## src/rtl/adc_spi_reader.sv

```systemverilog
// adc_spi_reader: SPI master that reads a 12-bit serial ADC (16-clock frame) at a fixed sample rate.
// Build option ADC_AVG_EN: report the truncated mean of every 4 accepted samples instead of each one.
module adc_spi_reader #(
  parameter int unsigned SCLK_DIV      = 5,
  parameter int unsigned SAMPLE_PERIOD = 200,
  parameter int unsigned LEAD_ZEROS    = 4
) (
  input  logic        clk,
  input  logic        rst,
  input  logic        enable,
  input  logic        adc_miso,
  output logic        adc_cs_n,
  output logic        adc_sclk,
  output logic [11:0] adc_data,
  output logic        adc_valid,
  output logic        frame_err,
  output logic        overrun,
  input  logic        overrun_clr,
  output logic        busy
);
  localparam int unsigned FRAME_BITS = 16;
  localparam int unsigned DATA_W     = 12;
  localparam int unsigned TMR_W      = (SAMPLE_PERIOD > 1) ? $clog2(SAMPLE_PERIOD) : 1;
  localparam int unsigned CNT_W      = $clog2(2 * SCLK_DIV);
  localparam int unsigned EDGE_W     = $clog2(FRAME_BITS + 1);
  localparam logic [FRAME_BITS-1:0] LEAD_MASK =
    FRAME_BITS'(((32'd1 << LEAD_ZEROS) - 32'd1) << (FRAME_BITS - LEAD_ZEROS));

  typedef enum logic [2:0] {IDLE, SETUP, SHIFT, HOLD, QUIET} state_t;

  state_t                  state_q;
  logic [TMR_W-1:0]        tmr_q;
  logic [CNT_W-1:0]        cnt_q;
  logic [EDGE_W-1:0]       edge_q;
  logic [FRAME_BITS-1:0]   shift_q;
  logic                    tick;
  logic                    lead_ok;

  assign tick    = (tmr_q == TMR_W'(SAMPLE_PERIOD - 1));
  assign lead_ok = ((shift_q & LEAD_MASK) == '0);

`ifdef ADC_AVG_EN
  localparam int unsigned SUM_W = DATA_W + 2;
  logic [SUM_W-1:0] sum_q;
  logic [1:0]       avg_cnt_q;
  logic [SUM_W-1:0] sum_next;
  assign sum_next = sum_q + SUM_W'(shift_q[DATA_W-1:0]);
`endif

  // Free-running sample timer, independent of enable and of the frame FSM
  always_ff @(posedge clk) begin
    if (rst || tick) tmr_q <= '0;
    else             tmr_q <= tmr_q + TMR_W'(1);
  end

  // Frame sequencer: IDLE -> SETUP -> SHIFT (16 SCLK periods) -> HOLD -> QUIET -> IDLE
  always_ff @(posedge clk) begin
    if (rst) begin
      state_q   <= IDLE;
      cnt_q     <= '0;
      edge_q    <= '0;
      shift_q   <= '0;
      adc_cs_n  <= 1'b1;
      adc_sclk  <= 1'b1;
      adc_data  <= '0;
      adc_valid <= 1'b0;
      frame_err <= 1'b0;
      overrun   <= 1'b0;
      busy      <= 1'b0;
`ifdef ADC_AVG_EN
      sum_q     <= '0;
      avg_cnt_q <= '0;
`endif
    end else begin
      adc_valid <= 1'b0;
      frame_err <= 1'b0;
      if (tick && (state_q != IDLE)) overrun <= 1'b1;
      else if (overrun_clr)          overrun <= 1'b0;

      case (state_q)
        IDLE: begin
          if (tick && enable) begin
            state_q  <= SETUP;
            adc_cs_n <= 1'b0;
            busy     <= 1'b1;
            cnt_q    <= '0;
          end
        end
        SETUP: begin
          if (cnt_q == CNT_W'(SCLK_DIV - 1)) begin
            cnt_q    <= '0;
            edge_q   <= '0;
            adc_sclk <= 1'b0;
            state_q  <= SHIFT;
          end else begin
            cnt_q <= cnt_q + CNT_W'(1);
          end
        end
        SHIFT: begin
          if (cnt_q == CNT_W'(SCLK_DIV - 1)) begin
            cnt_q <= '0;
            if (!adc_sclk) begin
              // MISO is captured on the same edge that raises SCLK
              adc_sclk <= 1'b1;
              shift_q  <= {shift_q[FRAME_BITS-2:0], adc_miso};
              edge_q   <= edge_q + EDGE_W'(1);
            end else if (edge_q == EDGE_W'(FRAME_BITS)) begin
              state_q <= HOLD;
            end else begin
              adc_sclk <= 1'b0;
            end
          end else begin
            cnt_q <= cnt_q + CNT_W'(1);
          end
        end
        HOLD: begin
          if (cnt_q == CNT_W'(SCLK_DIV - 1)) begin
            cnt_q    <= '0;
            adc_cs_n <= 1'b1;
            state_q  <= QUIET;
            if (lead_ok) begin
`ifdef ADC_AVG_EN
              if (avg_cnt_q == 2'd3) begin
                adc_data  <= sum_next[SUM_W-1:2];
                adc_valid <= 1'b1;
                sum_q     <= '0;
                avg_cnt_q <= '0;
              end else begin
                sum_q     <= sum_next;
                avg_cnt_q <= avg_cnt_q + 2'd1;
              end
`else
              adc_data  <= shift_q[DATA_W-1:0];
              adc_valid <= 1'b1;
`endif
            end else begin
              frame_err <= 1'b1;
            end
          end else begin
            cnt_q <= cnt_q + CNT_W'(1);
          end
        end
        QUIET: begin
          if (cnt_q == CNT_W'(2 * SCLK_DIV - 1)) begin
            cnt_q   <= '0;
            busy    <= 1'b0;
            state_q <= IDLE;
          end else begin
            cnt_q <= cnt_q + CNT_W'(1);
          end
        end
        default: begin
          state_q <= IDLE;
          busy    <= 1'b0;
        end
      endcase
    end
  end
endmodule

```

## config.mk

```make
export PLATFORM = sky130hd
export DESIGN_NAME = adc_spi_reader
export DESIGN_NICKNAME = d
export VERILOG_FILES = /design/src/rtl/adc_spi_reader.sv
export SDC_FILE = /design/constraint.sdc
export NUM_CORES = 1
export LEC_CHECK = 0
export CAP_MARGIN = 20
export CORE_UTILIZATION = 57
export DETAILED_ROUTE_END_ITERATION = 10
export HOLD_SLACK_MARGIN = 0.05
export PLACE_DENSITY = 0.92
export SYNTH_ARGS = -nofsm -noshare
export SYNTH_HDL_FRONTEND = slang
export SYNTH_SLANG_ARGS = --single-unit
```

## constraint.sdc

```tcl
create_clock -name clk -period 3.6 [get_ports clk]
set_input_delay 1.08 -clock clk [delete_from_list [all_inputs] [get_ports clk]]
set_output_delay 1.08 -clock clk [all_outputs]
set_load 0.02 [all_outputs]
```

# Yosys cells after proc, flatten, opt, wreduce, memory -nomap -nowiden
# Index checks and enable logic that the tools add are counted.
dict set report classes {
  add_sub_neg 3
  n_eq_ne 16
  n_mux 31
  bitwise 4
  n_reduce_logical 20
}
# cell n
set op_table {}
lappend op_table {{$mux 3} 7}
lappend op_table {{$logic_not 16->1} 1}
lappend op_table {{$ne 2x2->1 const B} 8}
lappend op_table {{$mux 5} 3}
lappend op_table {{$pmux 3 s5} 1}
lappend op_table {{$reduce_and 3->1} 5}
lappend op_table {{$mux 1} 12}
lappend op_table {{$mux 4} 3}
lappend op_table {{$pmux 4 s3} 1}
lappend op_table {{$pmux 5 s2} 1}
lappend op_table {{$add 8x1->8 const B} 1}
lappend op_table {{$eq 8x8->1 const B} 1}
lappend op_table {{$reduce_and 7->1} 1}
lappend op_table {{$eq 3x2->1 const B} 2}
lappend op_table {{$reduce_bool 2->1} 3}
lappend op_table {{$reduce_bool 3->1} 2}
lappend op_table {{$reduce_or 3->1} 2}
lappend op_table {{$add 5x1->5 const B} 1}
lappend op_table {{$eq 5x5->1 const B} 1}
lappend op_table {{$add 4x1->4 const B} 1}
lappend op_table {{$eq 4x3->1 const B} 1}
lappend op_table {{$eq 4x4->1 const B} 1}
lappend op_table {{$not 1->1} 4}
lappend op_table {{$pmux 1 s2} 2}
lappend op_table {{other kinds (8)} 9}
dict set report word_totals {
  reg_bits 54
  in_bits 5
  output_inout_bits 18
  wordCells 86
}

# Logic depth before layout (Yosys ltp)
# Gate-level depths: netlist of the first run.
dict set report logic_depth {
  word_depth 5
  mapped_depth 8
  depth_no_buf 6
}

# Worst setup path before layout of the first run
# OpenSTA, ideal clock, no wires.
dict set report synth_path {
  kind {input-to-reg}
  from {in rst}
  to {reg cnt_q[3]}
  setup_ns 0.058
  arrival_ns 2.213
  required_time_ns 3.542
  slack_ns 1.329
  cell_stages 5
  path_buffers 1
  cell_sequence {clkbuf_1 > or4b_1 > o32ai_1 > nor3b_1 > a211o_1}
}
# item line_no
set synth_rtl {}
lappend synth_rtl {{start, declared} 9} ;# input logic rst,
lappend synth_rtl {{end signal, assigned} 96} ;# cnt_q <= cnt_q + CNT_W'(1);
lappend synth_rtl {{end signal, assigned} 113} ;# cnt_q <= cnt_q + CNT_W'(1);
lappend synth_rtl {{end signal, assigned} 140} ;# cnt_q <= cnt_q + CNT_W'(1);
lappend synth_rtl {{end, declared} 33} ;# logic [CNT_W-1:0] cnt_q;

==> results of run 1 <==
## metrics by stage
stage          setup WS, ns  power [mW]  hold slack, ns  util, %  cells
3_3_place_gp          0.946       0.637           0.441     67.5    317
3_5_place_dp          0.860       0.638           0.456     67.5    317
5_1_grt                1.05        1.06           0.492     70.4    325
2_1_floorplan          1.33       0.630           0.426        -    259
4_1_cts                1.16        1.03           0.466     70.4    325
6_report               1.16        1.02           0.465     70.4    325
## layout by cell type (no fill, tap or decap), drive strengths merged, types with 2 or more instances in the layout
| cell | netlist | routed |
|---|---|---|
| a211o | 2 | 2 |
| a211oi | 4 | 4 |
| a21oi | 22 | 22 |
| and3 | 2 | 2 |
| and3b | 2 | 2 |
| clkbuf | 8 | 6 |
| clkdlybuf4s50 | 0 | 22 |
| dfxtp | 54 | 54 |
| ha | 6 | 6 |
| inv | 9 | 9 |
| mux2i | 12 | 12 |
| nand2 | 37 | 37 |
| nand2b | 3 | 3 |
| nand3 | 10 | 10 |
| nand4 | 2 | 2 |
| nand4b | 3 | 3 |
| nand4bb | 3 | 3 |
| nor2 | 30 | 30 |
| nor2b | 2 | 2 |
| nor3 | 8 | 8 |
| nor3b | 3 | 3 |
| o21ai | 7 | 7 |
| or2 | 2 | 2 |
| xnor2 | 8 | 8 |
| xor2 | 2 | 2 |
## state kept, by name, summed over array words and instances, names as in the netlist, 3 cells and up
name / cells
shift_q: 16
adc_data: 12
tmr_q: 8
edge_q: 5
cnt_q: 4
state_q: 3
## layer usage
metal	track usage (%)	routed length, um	up-vias
li1	-	-	923
met1	27.4	1980	839
met2	39.2	2270	54
met3	7.07	233	7
met4	9.57	65	0
met5	0	0	-
## cell type report
cell class | count | area share [%]
repair buffers | 23 | 8.52
inverters | 9 | 1.26
clock buffers | 6 | 2.71
clock inverters | 2 | 1.40
well taps | 48 | 2.25
multi-input cells | 183 | 43.4
flip-flops and latches | 54 | 40.4
## worst max path at each step
stage	endpoint	slack, ns	depth (start not counted)
after CTS	adc_sclk	1.16	1
final	cnt_q[3]$_SDFFE_PP0P_	1.16	5
after detailed placement	cnt_q[3]$_SDFFE_PP0P_	0.86	5
after global routing	cnt_q[3]$_SDFFE_PP0P_	1.05	5
after floorplan	cnt_q[3]$_SDFFE_PP0P_	1.33	5
after global placement	cnt_q[3]$_SDFFE_PP0P_	0.95	5
## cell families after synthesis
family	after synthesis	share of synthesized area, %
AOI/OAI and AO/OA	43	11.8
xor gates and xnor gates	10	3.73
adders and majority gates	6	3.20
buffers and inverters	22	4.43
DFF	54	46.1
muxes	12	5.12
and+or+nand+nor	112	25.6
## worst min-delay path: stages (launching register included)
cell and delay [ns]:
dfxtp_1 0.33, nand2_1 0.05, a21oi_1 0.05
## power groups by stage
stage               clock network (mW)  registers [mW]  logic [mW]
global route                     0.436           0.604      0.0241
detailed placement                   0           0.617      0.0216
floorplan                            0           0.616      0.0143
finish                           0.400           0.603      0.0216
CTS                              0.408           0.603      0.0217
global placement                     0           0.616      0.0210
==> results.yml, run 1 <==
critical_path:
  crit_family: "simple AND/OR/NAND/NOR gates"
  cp_data_arrival_time_ns: 2.70
  required_ns: 3.86
  crit_path_max_fanout: 5
  r2r_start: "cnt_q[0]$_SDFFE_PP0P_"
  max_stage_delay_ns: 0.50
  worstReg2RegEnd: "adc_data[6]$_SDFFE_PP0P_"
  crit_type: "input pin to register"
  start_kind: "input pin"
  r2r.worst_path.cells: 6
  cpMaxStageDelayCell: "or4b_1"
  critPathBufInv: 1
  reg2reg_slack_ns: 1.43
  cp-end-kind: "register"
  crit_start: "rst"
  path_cells: "clkdlybuf4s50_1, or4b_1, o32ai_1, nor3b_1, a211o_1"
min_path:
  hp-start: "shift_q[8]$_SDFFE_PP0P_"
  holdPathStages: 2
  min_to: "shift_q[9]$_SDFFE_PP0P_"
  hp-class: "register to register"
sta:
  worstMarginPinSlew_ns: 0.774
  max_freq_mhz: 409
  fin_crit_ns: 2.44
  tns_ns: 0
  slew_headroom_pct: 48.2
  slew_violations: 0
  finalSetupViolCount: 0
  post-route-period-util_pct: 67.9
  hold_violations: 0
  rsz0062_at_grt: "false"
  finalClockSkew_ns: 0.00454
cells_and_area:
  layout-drive-gt1-share_pct: 6.50
  multi_input_area_mm2: 0.00116
  fin_nets: 287
  regArea_mm2: 0.00108
  fillers: 290
  stdcell_area_mm2: 0.00267
  n_antenna_cell: 0
  area_growth_pct: 14.0
route:
  drt-vias-per-instance: 5.61
  antenna_left: 0
  drtPass1Iterations: 4
  totalWireLength_um: 4550
  wl_per_cell_um: 14.0
  vias: 1823
  drt_iter0_markers: 121
  drcViolationCount: 0
clocking:
  cts-buffers-inserted: 5
  cts.hold.buffers_added: 0
  insertion_delay_ns: 0.31
  cts_buffer_depth: 2
  clk_pin_slew_worst_paths_ns: 0.09
  cts_num_sinks: 54
  post_cts_buffers: 0
  postCtsResizedCells: 0
  htreeDepth: 2
  clock_tree.root_cell: "clkbuf_8"
  cts_tree: "built"
logic_synthesis:
  avgSynthCellArea_um2: 9.06
  async_reset_ff_share_pct: 0
  synth.most_common_cell: "dfxtp_1"
  synthTopCellsByCount: "dfxtp_1 (54), nand2_1 (37), nor2_1 (29)"
  syn_inst: 259
  synthesis.nets: 270
  ys_seq_area_share_pct: 46.1
  ys_types: 46
  netlist_area_mm2: 0.00235
  synth_edf_count: 0
  yosys-top-cells-area: "dfxtp_1 (46%), nand2_1 (5.9%), mux2i_1 (5.1%)"
  yosysWarnings: 0
  synth_area_leader_cell: "dfxtp_1"
  synth_flop_cell: "dfxtp_1"
  ys_ff_latch: 54
  yosys.area.top_type_share_pct: 46.1
flow_run:
  drv_cap: 0
global_route:
  overflow: 0
  grt_max_degree: 43
  grt_pass1_vias: 1678
  grt_first_pass_wirelength_um: 7510
  grtUsageTotal_pct: 23.3
  antenna_found_initial: 0
die:
  die_y_um: 66.2
  die_w_um: 66.2
  dieArea_mm2: 0.00438
  initial_core_util_pct: 61.8
  ios: 23
  core_area_mm2: 0.00380
  std_cell_rows: 22
power:
  power_switching_mw: 0.209
  seqPwrFrac_pct: 58.9
  clockPowerShare_pct: 39.0
  p_int_mw: 0.816
  combPwrFrac_pct: 2.1
  powerDensity_mw_per_mm2: 383
  cellLeakagePower_nw: 0.873
  switching_share_pct: 20.4
  peakVddDrop_v: 0.000369
place:
  hpwl_um: 3010
  dpl_cell_area_mm2: 0.00256
  port_buffers: 22
  gp_congestion: 0.855
status:
  status: "complete, no violations"
(Power assumes the default switching activity.)
==> inputs of run 2 (changes only) <==
--- a/config.mk
+++ b/config.mk
@@ -6,10 +6,10 @@
 export NUM_CORES = 1
 export LEC_CHECK = 0
 export CAP_MARGIN = 20
-export CORE_UTILIZATION = 57
+export CORE_UTILIZATION = 50
 export DETAILED_ROUTE_END_ITERATION = 10
 export HOLD_SLACK_MARGIN = 0.05
-export PLACE_DENSITY = 0.92
+export PLACE_DENSITY = 0.86
 export SYNTH_ARGS = -nofsm -noshare
 export SYNTH_HDL_FRONTEND = slang
 export SYNTH_SLANG_ARGS = --single-unit
==> constraint.sdc (replaced) <==
create_clock -name clk -period 2.1 [get_ports clk]
set_input_delay 0.63 -clock clk [delete_from_list [all_inputs] [get_ports clk]]
set_output_delay 0.63 -clock clk [all_outputs]
set_load 0.02 [all_outputs]
==> run 2 against run 1 <==
Against the previous run: the flow now finishes with violations (design-rule violations); critical path depth down 4; combinational power increased by 86%; sequential share of layout area is 0.74 points lower; clock skew grew 0.00058 ns; final cell count grew 3.1%; clock power increased by 72%; worst hold slack lost 0.00060 ns; via count down 0.11%; setup slack worse by 1.1 ns; critical endpoint is now adc_sclk.
==> results.yml, run 2 (synthesized netlist as in run 1, its figures left out) <==
status:
  status: "finished, violations left"
  violations: "design-rule violations"
critical_path:
  crit_path_max_fanout: 6
  cp-end-kind: "output pin"
  cp_data_arrival_time_ns: 1.39
  start_kind: "register"
  critPathBufInv: 1
  path_cells: "clkdlybuf4s50_1"
  cpMaxStageDelayCell: "clkdlybuf4s50_1"
  crit_type: "register to output pin"
  max_stage_delay_ns: 0.64
  required_ns: 1.47
  crit_family: "buffers and inverters"
cells_and_area:
  final_cell_mix: "dfxtp_1 (54), nand2_1 (37), nor2_1 (29)"
  largest-register: "shift_q"
  fillers: 383
  largest_reg_flops: 16
  final_common_cell: "dfxtp_1"
  multi_input_area_mm2: 0.00116
  top_regs: "shift_q: 16 flops, adc_data: 12 flops, tmr_q: 8 flops"
  final_cells: 335
  layout-drive-gt1-share_pct: 8.48
  n_antenna_cell: 0
  fin_nets: 293
  regArea_mm2: 0.00108
  area_growth_pct: 16.1
die:
  die_w_um: 70.5
  initial_core_util_pct: 52.8
  ios: 23
  std_cell_rows: 24
  dieArea_mm2: 0.00497
  die_y_um: 70.5
  core_area_mm2: 0.00444
place:
  place_inst: 327
  gp_congestion: 0.737
  place_ws_ns: -0.149
  hpwl_um: 3070
  port_buffers: 22
route:
  drt-vias-per-instance: 5.44
  totalWireLength_um: 4460
  wl_per_cell_um: 13.3
  drcViolationCount: 2
  vias: 1821
  drtPass1Iterations: 7
  drt_iter0_markers: 45
  antenna_left: 0
clocking:
  htreeDepth: 2
  clock_tree.root_cell: "clkbuf_8"
  cts_buffer_depth: 2
  cts-buffers-inserted: 5
  postCtsResizedCells: 0
  cts_num_sinks: 54
  cts_tree: "built"
  cts.hold.buffers_added: 0
  post_cts_buffers: 0
  insertion_delay_ns: 0.31
  clk_pin_slew_worst_paths_ns: 0.09
global_route:
  antenna_found_initial: 0
  grt_first_pass_wirelength_um: 7650
  overflow: 0
  grtUsageTotal_pct: 19.4
  grt_pass1_vias: 1752
  grt_max_degree: 30
power:
  power_switching_mw: 0.360
  switching_share_pct: 20.4
  cellLeakagePower_nw: 0.903
  p_int_mw: 1.40
  seqPwrFrac_pct: 58.7
  peakVddDrop_v: 0.000362
  powerDensity_mw_per_mm2: 646
  p_total_mw: 1.76
  combPwrFrac_pct: 2.3
  clockPowerShare_pct: 39.0
sta:
  max_freq_mhz: 495
  rsz0062_at_grt: "false"
  finalClockSkew_ns: 0.00513
  worstMarginPinSlew_ns: 0.491
  hold_violations: 0
  post-route-period-util_pct: 96.1
  worst_slack_ns: 0.0812
  finalSetupViolCount: 0
  fin_crit_ns: 2.02
  slew_headroom_pct: 67.2
  slew_violations: 0
min_path:
  hp-class: "register to register"
flow_run:
  drv_cap: 0
==> run 2: worst paths after layout <==
check	end	slack, ns	depth (start not counted)	start
setup / recovery	adc_sclk	0.08	1	adc_sclk$_SDFFE_PP1P_
hold / removal	shift_q[15]$_SDFFE_PP0P_	0.46	2	shift_q[15]$_SDFFE_PP0P_
setup reg to reg	cnt_q[3]$_SDFFE_PP0P_	0.22	6	cnt_q[0]$_SDFFE_PP0P_
hold reg to reg	shift_q[15]$_SDFFE_PP0P_	0.46	2	shift_q[15]$_SDFFE_PP0P_
==> run 2: tightest hold or removal path: cells and delay by family, from the launching register on <==
kind	cells	cell delay [ns]
AOI/OAI and AO/OA	1	0.05
and+or+nand+nor	1	0.05
DFF	1	0.32
==> run 2: routing by layer <==
| layer | wire (um) | up-vias | GRT usage [%] |
|---|---|---|---|
| met5 | 0 | - | 0 |
| met4 | 61 | 0 | 7.48 |
| met3 | 140 | 6 | 4.33 |
| met2 | 2120 | 29 | 33.3 |
| met1 | 2140 | 849 | 23.8 |
| li1 | - | 937 | - |
==> run 2: through the flow <==
stage,hold slack (ns),setup TNS (ns),utilization [%],cell area (um2)
6_report,0.465,0,61.3,2720
5_1_grt,0.493,0,61.3,2720
4_1_cts,0.467,0,61.3,2720
3_5_place_dp,0.453,-0.388,58.8,2610
3_3_place_gp,0.440,-0.102,58.8,2610
2_1_floorplan,0.426,0,-,2350
==> run 2: area by class of cell <==
cell class	instances	area share, %
inverter	9	1.24
clock inverter	2	1.38
timing repair buffer	29	10.0
multi-input combinational	183	42.6
sequential	54	39.7
clock buffer	6	2.66
tap	52	2.39
==> run 2: power groups by stage <==
| stage | Clock, mW | Combinational, mW | Sequential, mW |
|---|---|---|---|
| final | 0.687 | 0.0402 | 1.03 |
| after global placement | 0 | 0.0387 | 1.06 |
| after global routing | 0.734 | 0.0439 | 1.03 |
| after floorplan | 0 | 0.0246 | 1.06 |
| after CTS | 0.703 | 0.0403 | 1.03 |
| after detailed placement | 0 | 0.0404 | 1.06 |
